### config.mk
export PLATFORM = sky130hd
export DESIGN_NAME = div_datapath
export DESIGN_NICKNAME = d
export VERILOG_FILES = /design/src/rtl/div_datapath.sv
export SDC_FILE = /design/constraint.sdc
export NUM_CORES = 1
export LEC_CHECK = 0
export CAP_MARGIN = 0
export CORE_ASPECT_RATIO = 0.8
export CORE_MARGIN = 1
export CORE_UTILIZATION = 51
export CTS_CLUSTER_DIAMETER = 100
export DETAILED_ROUTE_END_ITERATION = 10
export PLACE_DENSITY = 0.89
export RECOVER_POWER = 25
export SKIP_CTS_REPAIR_TIMING = 1
export SYNTH_ARGS = -nofsm -noshare
export SYNTH_HDL_FRONTEND = slang
export SYNTH_SLANG_ARGS = --single-unit
export TNS_END_PERCENT = 100
### constraint.sdc
create_clock -name clk -period 4.5 [get_ports clk]
set_clock_uncertainty 0.2 [all_clocks]
set_input_delay 0.45 -clock clk [delete_from_list [all_inputs] [get_ports clk]]
set_output_delay 0.45 -clock clk [all_outputs]
set_load 0.03 [all_outputs]
### src/rtl/div_datapath.sv
`default_nettype none
// ============================================================================
// Module      : div_datapath
// Description : Repeated-subtraction divider datapath. Holds the working
//               remainder (r1), divisor (r2), remainder result (r3), step
//               counter (r4) and quotient result (r5). An external controller
//               sequences load / step / capture through reset_regs, sel_r1,
//               sel_r5 and en, and watches cmp_res / nor_res to decide when
//               to stop stepping.
// Revision    : 1.0 - initial release
// ----------------------------------------------------------------------------
// Ports
//   clk          in   1      clock, all state updates on rising edge
//   rst_n        in   1      synchronous active-low reset
//   a_in         in   WIDTH  dividend, sampled on load
//   b_in         in   WIDTH  divisor, sampled on load
//   reset_regs   in   1      0 = load operands, 1 = hold/compute
//   sel_r1       in   1      1 = r1 <= r1 - r2 on a step, 0 = hold r1
//   sel_r5       in   1      1 = capture quotient/remainder
//   en           in   1      step enable for r1/r4/r5 updates
//   cmp_res      out  1      r1 < r2 (unsigned), combinational
//   nor_res      out  1      divisor is zero, combinational
//   quotient     out  WIDTH  registered quotient result (r5)
//   remainder    out  WIDTH  registered remainder result (r3)
//   result_valid out  1      one-cycle pulse after each capture
//   div_zero     out  1      sticky divide-by-zero flag
// ============================================================================
module div_datapath #(
  parameter int WIDTH = 8
) (
  input  logic             clk,
  input  logic             rst_n,
  input  logic [WIDTH-1:0] a_in,
  input  logic [WIDTH-1:0] b_in,
  input  logic             reset_regs,
  input  logic             sel_r1,
  input  logic             sel_r5,
  input  logic             en,
  output logic             cmp_res,
  output logic             nor_res,
  output logic [WIDTH-1:0] quotient,
  output logic [WIDTH-1:0] remainder,
  output logic             result_valid,
  output logic             div_zero
);

  localparam logic [WIDTH-1:0] ONE      = WIDTH'(1);
  localparam logic [WIDTH-1:0] ALL_ONES = {WIDTH{1'b1}};

  // Architectural registers
  logic [WIDTH-1:0] r1;   // working remainder
  logic [WIDTH-1:0] r2;   // divisor
  logic [WIDTH-1:0] r3;   // remainder result
  logic [WIDTH-1:0] r4;   // step counter
  logic [WIDTH-1:0] r5;   // quotient result
  logic             valid_q;
  logic             div_zero_q;

  // Next-state values
  logic [WIDTH-1:0] r1_next;
  logic [WIDTH-1:0] r2_next;
  logic [WIDTH-1:0] r3_next;
  logic [WIDTH-1:0] r4_next;
  logic [WIDTH-1:0] r5_next;
  logic             valid_next;
  logic             div_zero_next;

  // Decoded operations
  logic             do_load;
  logic             do_capture;
  logic             do_step;

  // Datapath helpers
  logic [WIDTH-1:0] r1_minus_r2;
  logic [WIDTH-1:0] r4_inc_sat;

  // --------------------------------------------------------------------------
  // Status flags: purely combinational from the current r1/r2 so the
  // controller sees them in the same cycle the registers change.
  // --------------------------------------------------------------------------
  assign cmp_res = (r1 < r2);
  assign nor_res = ~|r2;

  // --------------------------------------------------------------------------
  // Operation decode. Load has priority over everything; capture has priority
  // over stepping when both selects are high.
  // --------------------------------------------------------------------------
  assign do_load    = ~reset_regs;
  assign do_capture = reset_regs & en & sel_r5;
  assign do_step    = reset_regs & en & ~sel_r5 & sel_r1;

  // Subtraction wraps modulo 2^WIDTH; the counter saturates instead of
  // wrapping so an over-stepped division never reports a small quotient.
  assign r1_minus_r2 = r1 - r2;
  assign r4_inc_sat  = (r4 == ALL_ONES) ? r4 : (r4 + ONE);

  always_comb begin
    r1_next       = r1;
    r2_next       = r2;
    r3_next       = r3;
    r4_next       = r4;
    r5_next       = r5;
    valid_next    = 1'b0;
    div_zero_next = div_zero_q;

    if (do_load) begin
      r1_next       = a_in;
      r2_next       = b_in;
      r4_next       = '0;
      div_zero_next = 1'b0;
    end else if (do_capture) begin
      r3_next    = r1;
      valid_next = 1'b1;
      if (nor_res) begin
        // Divide by zero: flag it and report an all-ones quotient.
        r5_next       = ALL_ONES;
        div_zero_next = 1'b1;
      end else begin
        r5_next = r4;
      end
    end else if (do_step) begin
      r1_next = r1_minus_r2;
      r4_next = r4_inc_sat;
    end
  end

  always_ff @(posedge clk) begin
    if (!rst_n) begin
      r1         <= '0;
      r2         <= '0;
      r3         <= '0;
      r4         <= '0;
      r5         <= '0;
      valid_q    <= 1'b0;
      div_zero_q <= 1'b0;
    end else begin
      r1         <= r1_next;
      r2         <= r2_next;
      r3         <= r3_next;
      r4         <= r4_next;
      r5         <= r5_next;
      valid_q    <= valid_next;
      div_zero_q <= div_zero_next;
    end
  end

  assign quotient     = r5;
  assign remainder    = r3;
  assign result_valid = valid_q;
  assign div_zero     = div_zero_q;

endmodule
`default_nettype wire

==> results.py, run 1 <==
metrics = {
    "run_status": {
        "status": "completed",
    },
    "sta": {
        "layout_setup_ws_ps": 991,
        "finalCritPeriodShare_pct": 78.0,
        "final.min_clock_period_ps": 3510,
        "relSlewSlack_pct": 3.47,
        "slew_viol_final": 0,
        "fmax_ghz": 0.285,
        "rsz0062_at_grt": "false",
        "tightestPinTransition_ps": 1450,
        "setup_violations": 0,
        "setup_tns_ps": 0,
        "worst_hold_slack_ps": 267,
        "hold_viol_final": 0,
    },
    "floorplan": {
        "initial_core_util_pct": 54.5,
        "rows": 20,
        "die_w_um": 74.0,
        "die_h_um": 59.6,
        "core_sq_mm": 0.00388,
        "die-area_sq_mm": 0.00441,
        "ios": 42,
    },
    "logic_synthesis": {
        "synth_fp_nets": 261,
        "yosys.area.top_type_share_pct": 39.8,
        "syn_area_per_cell_sq_um": 9.23,
        "synth_ff_type": "dfxtp_1",
        "synth-edff-count": 0,
        "synthesis.yosys.warnings": 0,
        "yosysSeqAreaShare_pct": 39.8,
        "synthArstFlopShare_pct": 0,
        "ys_seq_elements": 42,
        "syn-cell-area_sq_mm": 0.00211,
        "netlist_instances": 229,
        "synth_area_leaders": "dfxtp_1 40%, ha_1 5.3%, nand2_1 4.8%",
        "synth_cell_types": 47,
        "synth.largest_area_cell": "dfxtp_1",
    },
    "finish": {
        "antenna_cells": 0,
        "multi_input_area_sq_mm": 0.00116,
        "fillers": 321,
        "fin_nets": 300,
        "seq_area_sq_um": 841,
        "fin_cells": 323,
        "area_growth_pct": 24.5,
        "drive_above_1_share_pct": 8.58,
        "fin_util_pct": 67.8,
    },
    "grt": {
        "track_usage_pct": 23.5,
        "grt_pass1_vias": 1673,
        "grt.met2_usage_pct": 35.6,
        "grtUsageMet3_pct": 4.59,
        "met1_usage_pct": 32.8,
        "grt_overflow_total": 0,
        "antenna_found_initial": 0,
        "top_usage_layer": "met2",
        "grt_max_degree": 42,
        "grt_pass1_wl_um": 7710,
    },
    "pwr": {
        "peakVddDrop_uv": 182,
        "seq_power_share_pct": 50.7,
        "powerDensity_mw_per_mm2": 298,
        "p_sw_mw": 0.214,
        "cell_internal_pwr_mw": 0.572,
        "p_leak_nw": 1.02,
        "p_clk_share_pct": 28.5,
        "power_frac_comb_pct": 20.8,
        "switching_share_pct": 27.2,
    },
    "hold_path": {
        "min_path_type": "flip-flop to flip-flop",
    },
    "placement": {
        "io_buffers": 41,
        "dp.cells": 316,
        "place_hpwl_um": 3420,
        "gp_routability_congestion": 0.794,
        "place_ws_ps": 1360,
    },
    "flow_run": {
        "cap_violations": 0,
    },
    "detailed_routing": {
        "detailedRoute.firstPassIterationCount": 4,
        "vias": 1807,
        "wl_um": 4660,
        "routed_via_density": 5.59,
        "dr.first_iter.drc_count": 161,
        "wire_per_inst_um": 14.4,
        "drc": 0,
        "final_antenna_net_count": 0,
    },
    "clocking": {
        "numCtsBuffers": 5,
        "path_clk_slew_ps": 80,
        "clk_latency_ps": 290,
        "clockRootBuffer": "clkbuf_8",
        "clockBufferDepth": 2,
        "cts_tree": "built",
        "cts_sinks": 42,
        "htree_levels": 2,
    },
    "worst_setup_path": {
        "cp_top_family": "buffers and inverters",
        "crit_buf_inv": 2,
        "path_cells": "dlygate4sd3_1 > clkbuf_1 > and4b_1 > o211ai_2 > or3_1 > a21oi_1",
        "required_ps": 4510,
        "cp_max_fo": 30,
        "worst_setup_path_end_kind": "flip-flop",
        "critical_path.max_stage_delay_ps": 1050,
        "crit_type": "primary input to flip-flop",
        "r2r_slack_ps": 2250,
        "cp.arrival_ps": 3520,
        "startpoint_type": "primary input",
        "cpMaxStageDelayCell": "clkbuf_1",
    },
}
## sequential cells by signal, indices dropped and copies added, names as in the netlist
name and flops:
r2 8, r1 8, r4 8, div_zero 1, quotient 8, remainder 8
result_valid 1
## per-stage QoR
step,area (sq um),power [mW]
2_1_floorplan,2110,0.511
3_3_place_gp,2560,0.564
3_5_place_dp,2560,0.569
4_1_cts,2640,0.784
5_1_grt,2630,0.817
6_report,2630,0.785
## final timing paths
kind             endpoint  cells after the start         start
min          remainder[2]                      2  remainder[2]
min reg2reg  remainder[2]                      2  remainder[2]
max reg2reg         r1[6]                      8         r1[0]
max                 r4[5]                      6    reset_regs
## final cells by class
type / count / share of cell area, %
Clock buffer: 7 / 2.90
Inverter: 14 / 2.00
Multi-Input combinational cell: 161 / 44.2
Sequential cell: 42 / 32.0
Tap cell: 55 / 2.62
Timing Repair Buffer: 44 / 16.3
## routing by layer
metal | share of wire (%) | wire length (um)
met5 | 0 | 0
met1 | 49 | 2270
met4 | 1.3 | 61
met2 | 45 | 2090
met3 | 5.3 | 247
## cells by family (layout without fill, tap and decap cells)
group / after synthesis / count (layout) / share of synthesized area, %
adder cells (fa/ha/maj): 10 / 10 / 6.28
flip-flops: 42 / 42 / 39.8
XOR/XNOR: 4 / 4 / 1.66
AND/OR/NAND/NOR: 76 / 76 / 19.5
buffers and inverters: 26 / 65 / 5.15
AO/OA/AOI/OAI: 62 / 62 / 23.3
multiplexers: 9 / 9 / 4.26
## cell usage after synthesis (all sizes together) (3+ instances only)
master and number:
dfxtp 42, nand2 27, inv 14, a21boi 11, nor2b 11, buf 9, ha 9, mux2i 9
nand3 9, o221a 8, a21oi 7, nor2 7, o21ai 6, a21o 5, a31oi 5, nand3b 5
o211ai 4, a211oi 3, clkbuf 3, o22ai 3, xnor2 3
## worst reg2reg max path: stages (launching register included)
cell and delay, ps:
dfxtp_1 330, inv_1 70, ha_1 150, inv_1 50, fa_1 410, a211oi_1 290, o21bai_1 140, a21o_1 210
a221o_1 310
## layout by cell type, fill, tap and decap left out, drive strengths merged, types with 5 or more instances in the layout
cell type and instances:
a21o 5, dfxtp 42, inv 14, o221a 8
dlygate4sd3 7, clkdlybuf4s50 34, nor2b 11, o21ai 6
a21boi 11, a31oi 5, a21oi 7, nand3 9
nand3b 5, nand2 27, ha 9, clkbuf 8
nor2 7, mux2i 9
## power by group through the flow
stage | logic (mW) | clock network (mW) | registers, mW
2_1_floorplan | 0.0978 | 0 | 0.414
3_3_place_gp | 0.158 | 0 | 0.405
3_5_place_dp | 0.162 | 0 | 0.407
4_1_cts | 0.163 | 0.223 | 0.398
5_1_grt | 0.178 | 0.239 | 0.400
6_report | 0.163 | 0.224 | 0.398
Note: power is estimated with default switching activity, not from simulation.
==> inputs of run 2 (changes only) <==
CORE_UTILIZATION = 46   (was 51)
PLACE_DENSITY = 0.85   (was 0.89)
clock period = 2.8 ns   (was 4.5 ns; I/O delays follow)
==> run 2 against run 1 <==
Effect of this change: cell count grew 1.9%; power grew 74%; global-route usage shrank 3.6 points; sequential share of layout area shrank 0.74 points; setup slack lost 850 ps; highest routed layer unchanged; flip-flop and latch count is the same; routed wire length shrank 0.34%; clock power grew 100%; first-iteration DRC count shrank 16%; critical path depth grew 3.
==> results.py, run 2 (synthesized netlist as in run 1, its figures left out) <==
metrics = {
    "worst_setup_path": {
        "worst_setup_path_end_kind": "primary output",
        "crit_type": "flip-flop to primary output",
        "cp_max_fo": 3,
        "cp.arrival_ps": 2180,
        "required_ps": 2320,
        "worstRegToRegCells": 3,
        "r2r_slack_ps": 540,
        "startpoint_type": "flip-flop",
        "r2r-end": "quotient[1]",
        "reg2reg_from": "r2[7]",
    },
    "finish": {
        "final_cell_mix": "40 x dfxtp_1, 39 x clkdlybuf4s50_1, 27 x nand2_1",
        "final_common_cell": "dfxtp_1",
        "antenna_cells": 0,
        "fin_cells": 329,
        "fin_nets": 303,
        "area_growth_pct": 27.8,
        "drive_above_1_share_pct": 12.5,
    },
    "placement": {
        "gp_routability_congestion": 0.828,
        "io_buffers": 41,
        "place_hpwl_um": 3430,
        "dp.cells": 320,
    },
    "sta": {
        "relSlewSlack_pct": 35.7,
        "rsz0062_at_grt": "false",
        "hold_viol_final": 0,
        "final.min_clock_period_ps": 2660,
        "tightestPinTransition_ps": 955,
        "slew_viol_final": 0,
        "setup_violations": 0,
        "finalCritPeriodShare_pct": 94.8,
        "fmax_ghz": 0.377,
    },
    "pwr": {
        "peakVddDrop_uv": 333,
        "powerDensity_mw_per_mm2": 507,
        "power_mw": 1.37,
        "p_leak_nw": 1.03,
    },
    "clocking": {
        "clockRootBuffer": "clkbuf_8",
        "cts_tree": "built",
        "path_clk_slew_ps": 70,
        "numCtsBuffers": 5,
        "cts_sinks": 42,
        "htree_levels": 2,
        "clockBufferDepth": 2,
        "clk_latency_ps": 280,
    },
    "grt": {
        "grt_pass1_wl_um": 7680,
        "grt_max_degree": 28,
        "grt_overflow_total": 0,
        "grt_pass1_vias": 1675,
        "antenna_found_initial": 0,
        "track_usage_pct": 19.9,
    },
    "floorplan": {
        "die_w_um": 77.8,
        "ios": 42,
        "initial_core_util_pct": 49.3,
        "core_sq_mm": 0.00428,
        "die_h_um": 62.6,
        "rows": 21,
        "die-area_sq_mm": 0.00487,
    },
    "hold_path": {
        "holdPathStages": 2,
        "min_path_type": "flip-flop to flip-flop",
        "holdPathEnd": "remainder[2]",
        "min_from": "remainder[2]",
    },
    "detailed_routing": {
        "final_antenna_net_count": 0,
        "detailedRoute.firstPassIterationCount": 4,
        "wire_per_inst_um": 14.1,
        "vias": 1819,
        "routed_via_density": 5.53,
        "dr.first_iter.drc_count": 136,
        "wl_um": 4650,
        "drc": 0,
    },
    "flow_run": {
        "cap_violations": 0,
    },
    "run_status": {
        "status": "completed",
    },
}
==> run 2: changes by cell type in the layout (fill, tap and decap cells not counted), sizes merged <==
cell,previous run,this run
buf,2,6
bufinv,0,1
clkdlybuf4s50,34,39
dlygate4sd3,7,1
==> run 2: metrics by stage <==
stage / setup slack, ps / util (%) / hold WS (ps) / area, sq um / setup TNS [ps]
global route: 12.1 / 63.1 / 294 / 2700 / 0
detailed placement: 220 / 60.1 / 262 / 2570 / 0
global placement: 360 / 60.1 / 254 / 2570 / 0
floorplan: 286 / - / 218 / 2110 / 0
CTS: -96.9 / 62.6 / 274 / 2680 / -96.9
finish: 144 / 63.1 / 267 / 2700 / 0
==> run 2: how the worst max path moves through the flow <==
stage / from / endpoint / slack (ps) / cells after the start
floorplan: r1[0] / cmp_res / 290 / 8
global placement: r1[0] / cmp_res / 360 / 9
detailed placement: r2[0] / cmp_res / 220 / 8
CTS: r2[0] / cmp_res / -100 / 8
global route: r1[0] / cmp_res / 10 / 9
finish: r1[0] / cmp_res / 140 / 9
==> run 2: layer usage <==
layer	global-route usage, %	wire (um)	vias up
met5	0	0	-
met4	5.42	35	0
met3	4.38	221	4
met2	30.1	2010	44
met1	28.4	2380	849
li1	-	-	922
==> run 2: area by class of cell <==
| type | count | area [sq um] |
|---|---|---|
| Fill cell | 348 | 1580 |
| Clock inverter | 1 | 30.0 |
| Sequential cell | 42 | 843 |
| Inverter | 14 | 52.6 |
| Timing Repair Buffer | 47 | 453 |
| Tap cell | 57 | 71.3 |
| Clock buffer | 7 | 76.3 |
| Multi-Input combinational cell | 161 | 1170 |
==> run 2: worst max-delay path: stages (launching register included) <==
cell      delay [ps]
dfxtp_2          330
inv_2             60
ha_4             120
inv_2             40
fa_2             370
a211oi_2         280
o21bai_1         110
a21o_1           190
a31oi_2          230
buf_6            160
==> run 2: where the power goes <==
group	switching, mW	total (mW)	internal [mW]
clock	0.192	0.459	0.267
sequential	0.0191	0.640	0.621
combinational	0.139	0.271	0.132
